### config.mk
export PLATFORM = sky130hd
export DESIGN_NAME = dma_arbiter
export DESIGN_NICKNAME = d
export VERILOG_FILES = /design/src/rtl/dma_arbiter.sv
export SDC_FILE = /design/constraint.sdc
export NUM_CORES = 1
export LEC_CHECK = 0
export CAP_MARGIN = 20
export CELL_PAD_IN_SITES_DETAIL_PLACEMENT = 0
export CELL_PAD_IN_SITES_GLOBAL_PLACEMENT = 1
export CORE_MARGIN = 5
export CORE_UTILIZATION = 13
export CTS_CLUSTER_DIAMETER = 120
export DETAILED_ROUTE_END_ITERATION = 6
export HOLD_SLACK_MARGIN = 0.03
export PLACE_DENSITY_LB_ADDON = 0.1
export SLEW_MARGIN = 20
export SYNTH_ARGS = -nofsm -noshare
export SYNTH_HDL_FRONTEND = slang
export SYNTH_SLANG_ARGS = --single-unit
### constraint.sdc
create_clock -name clk -period 4 [get_ports clk]
set_clock_uncertainty 0.15 [all_clocks]
set_input_delay 1 -clock clk [delete_from_list [all_inputs] [get_ports clk]]
set_output_delay 1 -clock clk [all_outputs]
set_load 0.05 [all_outputs]
### src/rtl/dma_arbiter.sv
// dma_arbiter: shares one DMA controller port between NUM_DEV peripherals.
// A device is granted for a whole transfer (request to end-of-operation).
// Its request, direction, address, word count, data and ack go to the
// controller. The controller ack and end flag return to that device only.
//
// Optional feature macro: DMA_ARB_FIXED_PRIO_EN
//   defined   -> lowest-index requester wins in IDLE
//   undefined -> round-robin starting after the last granted device
//
// Ports:
//   clk, reset             clock, asynchronous active-high reset
//   dev_rqst/rd_wr/ack     per-device request, direction, handshake ack
//   dev_start_address,
//   dev_num_words, dev_out per-device 16-bit fields, device i at [16i+15:16i]
//   dev_dma_ack/end_flag   controller ack / end flag, granted device only
//   dma_*                  muxed signals to/from the DMA controller
//   grant                  one-hot current grant
//   busy                   high while a transfer owns the controller
module dma_arbiter #(
  parameter int unsigned NUM_DEV    = 4,
  parameter int unsigned GAP_CYCLES = 2
) (
  input  logic                  clk,
  input  logic                  reset,
  input  logic [NUM_DEV-1:0]    dev_rqst,
  input  logic [NUM_DEV-1:0]    dev_rd_wr,
  input  logic [16*NUM_DEV-1:0] dev_start_address,
  input  logic [16*NUM_DEV-1:0] dev_num_words,
  input  logic [16*NUM_DEV-1:0] dev_out,
  input  logic [NUM_DEV-1:0]    dev_ack,
  output logic [NUM_DEV-1:0]    dev_dma_ack,
  output logic [NUM_DEV-1:0]    dev_dma_end_flag,
  output logic                  dma_rqst,
  output logic                  dma_rd_wr,
  output logic [15:0]           dma_start_address,
  output logic [15:0]           dma_num_words,
  output logic [15:0]           dma_dev_out,
  output logic                  dma_dev_ack,
  input  logic                  dma_ack,
  input  logic                  dma_end_flag,
  output logic [NUM_DEV-1:0]    grant,
  output logic                  busy
);

  localparam int unsigned IW = (NUM_DEV > 2) ? $clog2(NUM_DEV) : 1;
  localparam int unsigned DW = 16;
  localparam int unsigned CW = 4;

  typedef enum logic [1:0] {IDLE, GRANTED, DRAIN, GAP} state_t;

  state_t             state, state_nxt;
  logic [NUM_DEV-1:0] grant_nxt;
  logic [IW-1:0]      last, last_nxt;
  logic [CW-1:0]      cnt, cnt_nxt;
  logic [IW-1:0]      gidx;
  logic [IW-1:0]      win;
  logic [IW-1:0]      cand;
  logic               win_vld;
  logic               g_rqst;

  // Index of the currently granted device (0 when nothing is granted)
  always_comb begin
    gidx = '0;
    for (int i = 0; i < int'(NUM_DEV); i++) begin
      if (grant[IW'(i)]) gidx = IW'(i);
    end
  end

  assign g_rqst = |(dev_rqst & grant);

  // Winner selection; loops run backwards so the preferred candidate is written last
  always_comb begin
    win     = '0;
    win_vld = 1'b0;
    cand    = '0;
`ifdef DMA_ARB_FIXED_PRIO_EN
    for (int i = int'(NUM_DEV) - 1; i >= 0; i--) begin
      cand = IW'(i);
      if (dev_rqst[cand]) begin
        win     = cand;
        win_vld = 1'b1;
      end
    end
`else
    for (int k = int'(NUM_DEV); k >= 1; k--) begin
      cand = IW'((int'(last) + k) % int'(NUM_DEV));
      if (dev_rqst[cand]) begin
        win     = cand;
        win_vld = 1'b1;
      end
    end
`endif
  end

  // State register
  always_ff @(posedge clk or posedge reset) begin
    if (reset) begin
      state <= GAP;
      grant <= '0;
      last  <= IW'(NUM_DEV - 1);
      cnt   <= CW'(GAP_CYCLES);
    end else begin
      state <= state_nxt;
      grant <= grant_nxt;
      last  <= last_nxt;
      cnt   <= cnt_nxt;
    end
  end

  // Next-state logic
  always_comb begin
    state_nxt = state;
    grant_nxt = grant;
    last_nxt  = last;
    cnt_nxt   = cnt;
    unique case (state)
      IDLE: begin
        if (win_vld) begin
          grant_nxt = {{(NUM_DEV-1){1'b0}}, 1'b1} << win;
          last_nxt  = win;
          state_nxt = GRANTED;
        end
      end
      GRANTED: begin
        // End flag takes precedence over a simultaneous request drop
        if (dma_end_flag) begin
          state_nxt = DRAIN;
        end else if (!g_rqst) begin
          state_nxt = GAP;
          grant_nxt = '0;
          cnt_nxt   = CW'(GAP_CYCLES);
        end
      end
      DRAIN: begin
        if (!g_rqst && !dma_end_flag) begin
          state_nxt = GAP;
          grant_nxt = '0;
          cnt_nxt   = CW'(GAP_CYCLES);
        end
      end
      GAP: begin
        if (cnt == '0) state_nxt = IDLE;
        else           cnt_nxt   = cnt - CW'(1);
      end
      default: state_nxt = GAP;
    endcase
  end

  // Routing mux; everything is zero while no device holds the grant
  always_comb begin
    dma_rqst          = 1'b0;
    dma_rd_wr         = 1'b0;
    dma_dev_ack       = 1'b0;
    dma_start_address = '0;
    dma_num_words     = '0;
    dma_dev_out       = '0;
    if (grant != '0) begin
      dma_rqst          = (state == GRANTED) && dev_rqst[gidx];
      dma_rd_wr         = dev_rd_wr[gidx];
      dma_dev_ack       = dev_ack[gidx];
      dma_start_address = DW'(dev_start_address >> (DW * gidx));
      dma_num_words     = DW'(dev_num_words >> (DW * gidx));
      dma_dev_out       = DW'(dev_out >> (DW * gidx));
    end
  end

  assign dev_dma_ack      = grant & {NUM_DEV{dma_ack}};
  assign dev_dma_end_flag = grant & {NUM_DEV{dma_end_flag}};
  assign busy             = (state == GRANTED) || (state == DRAIN);

endmodule

Yosys cells after proc, flatten, opt, wreduce, memory -nomap -nowiden --
Cells that the tools add are included.
Storage, ports and cells: register bits after elaboration 12
Cells by class: add/sub/neg operators 5, $lt $le $gt $ge 5, eq/ne operators 10, shift operators 4, muxes and demuxes 45, bitwise operators 3, reduce and logical (&&, ||, !) cells 15
Operator list (count):
- >> shifter 64 x 6 -> 16 bit | 3
- two-way mux 16 bit | 3
- two-way mux 4 bit | 8
- one-hot mux 4 bit (3 select lines) | 2
- two-way mux 2 bit | 9
- < comparator 2 x 3 -> 1 bit (second input constant) | 5
- two-way mux 1 bit | 15
- binary-select mux 1 bit (select 2 bit) | 7
- AND 4 bit | 3
- inequality test 2 bit (second input constant) | 6
- AND reduction 5 bit | 2
- one-hot mux 2 bit (4 select lines) | 1
- nonzero test 3 bit | 2
- adder 2 x 1 -> 2 bit (second input constant) | 2
- adder 2 bit (second input constant) | 2
- equality test 2 bit (second input constant) | 2
- logical NOT 4 bit | 1
- AND reduction 4 bit | 1
- nonzero test 4 bit | 1
- OR reduction 4 bit | 1
- left shift 1 x 2 -> 4 bit (first input constant) | 1
- subtractor 4 x 1 -> 4 bit (second input constant) | 1
- inequality test 3 bit (second input constant) | 1
- equality test 2 x 1 -> 1 bit (second input constant) | 1
- other kinds (5) | 7

Logic depth before layout (Yosys ltp) --
word-level depth 10, mapped depth 7, depth with buffers taken out 6

Worst setup path after synthesis --
OpenSTA, ideal clock, no wires.
path kind reg2out, start point register grant[1], end point output dma_rqst, arrival 2.243 ns, required time 2.850 ns, setup slack 0.607 ns, stages on the path, launching flop included 4, path buffers 1, cells stage by stage dfrtp_1 -> buf_2 -> nor4_1 -> nor3b_1
On the way: word-level cells in the longest chain between the ends 5, elaborated cells between the ends (all ways) 6, classes of those cells mux (4); reduce/logical (2)
Ends and longest elaborated chain:
- from (decl) | line 41 | output logic [NUM_DEV-1:0] grant,
- from (signal assigned) | line 104 | grant <= grant_nxt;
- two-way mux 1 bit | line 65 | if (grant[IW'(i)]) gidx = IW'(i);
- binary-select mux 1 bit (select 2 bit) | line 158 | dma_rqst = (state == GRANTED) && dev_rqst[gidx];
- two-way mux 1 bit (not written as such) | line 158
- logical AND 1 bit | line 158
- two-way mux 1 bit (*) | line 157 | if (grant != '0) begin
- to (decl) | line 33 | output logic dma_rqst,
Mark *: on every way between the ends. The rest lies on a longest branch, timed or not. The select of a mux whose other input is x is not followed.

Worst setup path after layout --
start point input dev_out[25], end point output dma_dev_out[9]
On the way: word-level cells in the longest chain between the ends 2
Ends and longest elaborated chain:
- from (decl) | line 29 | input logic [16*NUM_DEV-1:0] dev_out,
- >> shifter 64 x 6 -> 16 bit | line 163 | dma_dev_out = DW'(dev_out >> (DW * gidx));
- two-way mux 16 bit | line 157
- to (decl) | line 37 | output logic [15:0] dma_dev_out,
Every way passes these cells.

==> results.json <==
{
  "arrival_ps": 2470,
  "power_density_nw_per_um2": 804.4,
  "fillers": 1309,
  "antenna_found_initial": 0,
  "drtIter0Drc": 66,
  "power_frac_clock": 0.074,
  "max_freq_ghz": 0.2765,
  "cp.required_ps": 2850,
  "io_pins": 272,
  "seq_area_frac_synth": 0.1925,
  "post_route_cells_drive_above_1_share": 0.1622,
  "grt_max_degree": 41,
  "die_w_um": 120.7,
  "maxSlewViolCount": 0,
  "hold_viol_final": 0,
  "fp.dieArea_um2": 14570,
  "port_buffers": 171,
  "fin_crit_ps": 3616,
  "syn-instance-count": 207,
  "regArea_um2": 307.8,
  "worst_slack_ps": 384.0,
  "slowest_stage": "clkdlybuf4s50_1",
  "pwr-share-seq": 0.082,
  "cts.sinks": 12,
  "diodes": 0,
  "avgSynthCellArea_um2": 7.695,
  "r2r-start": "grant[1]",
  "synth_nets": 420,
  "p_comb_frac": 0.844,
  "grt_pass1_wl_um": 12040,
  "cts_tree": "yes",
  "setup_viol": 0,
  "crit_top_cell": "clkdlybuf4s50_1",
  "cts_hold_buf": 0,
  "power_leakage_nw": 1.390,
  "drt-total-wl_um": 8237,
  "routed_via_density": 4.088,
  "gp_congestion": 0.7235,
  "clockBufferDepth": 2,
  "h-tree-depth": 1,
  "grt_pass1_vias": 2120,
  "p_sw_mw": 1.686,
  "synth_edf_count": 0,
  "dp_hpwl_um": 6933,
  "initial_core_util": 0.1326,
  "num-nets-final": 590,
  "insertion_delay_ps": 240,
  "endpoint_kind": "primary output",
  "row_count": 40,
  "hold_path.class": "reg -> reg",
  "synth-seq-cells": 12,
  "critPathLaunch": "dev_out[25]",
  "fin_crit_sh": 0.9040,
  "rsz0062_at_grt": "no",
  "vias": 2138,
  "cts_post_setup_buffers_inserted": 0,
  "slew-limit-headroom": 0.5573,
  "tightest_slew_ps": 664.1,
  "min-delay-start": "cnt[1]",
  "synth_warnings": 0,
  "layout_commonest_cell": "clkdlybuf4s50_1",
  "most-common-layout-cells": "clkdlybuf4s50_1 (127), nor2_1 (56), mux2i_1 (52), buf_4 (49), and2_1 (8)",
  "crit_type": "in -> out",
  "run_status": "finished, final reports clean",
  "async_flop_share": 1.000,
  "crit_path_start_kind": "input pin",
  "multiInputGateArea_um2": 1214,
  "grt.total_usage": 0.1051,
  "crit_fanout": 1,
  "fp.coreArea_um2": 12010,
  "swShare": 0.6024,
  "syn_area_um2": 1593,
  "syn2layout_area_growth_pct": 118.5,
  "tns_ps": 0,
  "yosysUniqueCellTypes": 40,
  "slowest_delay_ps": 820,
  "cts_made_buffers": 3,
  "root_buffer": "clkbuf_16",
  "ir_drop_uv": 458.3,
  "wl_per_cell_um": 15.75,
  "reg2reg_slack_ps": 1300,
  "cap_violations": 0,
  "overflow": 0,
  "ant_nets": 0,
  "clkTransAtPathRegs_ps": 50,
  "drtPass1Iterations": 4,
  "crit_chain": "clkdlybuf4s50_1 > mux2i_1 > nor2_1 > clkdlybuf4s50_1",
  "p_int_mw": 1.113,
  "cts_resized": 0,
  "pre_cts_ws_ps": 384.4,
  "drc": 0,
  "ys.flop_type": "dfrtp_1",
  "die_h_um": 120.7
}
==> synthesized netlist by cell type, types with 2 or more instances <==
cell / number / area share
nor2_1: 56 / 0.13
mux2i_1: 52 / 0.33
and2_1: 8 / 0.031
dfrtp_1: 7 / 0.11
inv_1: 7 / 0.016
buf_2: 6 / 0.019
a21oi_1: 5 / 0.016
clkbuf_1: 5 / 0.012
dfstp_2: 5 / 0.082
ha_1: 5 / 0.039
nand2b_1: 5 / 0.020
o21ai_1: 5 / 0.016
o21ai_0: 4 / 0.013
o41ai_1: 4 / 0.022
nand2_1: 3 / 0.0071
a22oi_1: 2 / 0.0094
nand3_1: 2 / 0.0063
nor4_1: 2 / 0.0079
o2bb2ai_1: 2 / 0.011
or3_1: 2 / 0.0079
==> worst max-delay path, delay by kind of cell <==
kind                   cells  cell delay, ps
buffers and inverters      2            1280
AND/OR/NAND/NOR            1             120
multiplexers               1              70
==> through the flow <==
| step | total power [mW] | instances | cell area, µm² | hold WS [ps] | utilization |
|---|---|---|---|---|---|
| floorplan | 1.835 | 207 | 1593 | 320.7 | - |
| global placement | 2.651 | 519 | 3391 | 345.2 | 0.2823 |
| detailed placement | 2.627 | 519 | 3391 | 346.8 | 0.2823 |
| CTS | 2.844 | 523 | 3480 | 353.7 | 0.2897 |
| global route | 2.975 | 523 | 3480 | 367.7 | 0.2897 |
| finish | 2.799 | 523 | 3480 | 350.6 | 0.2897 |
==> state kept, by name, summed over array words and instances (netlist names) <==
name,count
last,2
grant,4
cnt,4
state,2
==> final cells by class <==
type,instances,area share
Multi-Input combinational cell,176,0.3488
Clock buffer,4,0.02553
Inverter,7,0.007551
Tap cell,147,0.05286
Timing Repair Buffer,177,0.4768
Sequential cell,12,0.08846
==> power groups by stage <==
stage               Sequential, mW  Combinational (mW)  Clock, mW
floorplan                    0.258                1.58          0
global placement             0.234                2.42          0
detailed placement           0.233                2.39          0
CTS                          0.232                2.40      0.211
global route                 0.239                2.52      0.220
finish                       0.230                2.36      0.207
==> final timing paths <==
kind                                  end  depth (start not counted)
max                        dma_dev_out[9]                          4
min                                cnt[1]                          1
max reg2reg                      grant[1]                          6
min reg2reg                        cnt[1]                          1
max in group asynchronous        grant[1]                          2
min in group asynchronous          cnt[3]                          2
==> cells by family after synthesis <==
logic type      synth area share
simple gates              0.2380
fa+ha+maj                0.03928
flops                     0.1925
buf+inv                  0.04949
compound gates            0.1469
mux                       0.3339
==> metal layers <==
layer	global-route usage	vias up	wire [µm]
li1	-	1068	-
met4	0.02550	0	122
met3	0.03040	9	699
met2	0.1918	97	4241
met5	0	-	0
met1	0.1200	964	3174
No activity file was read; power rests on OpenSTA's default activity.
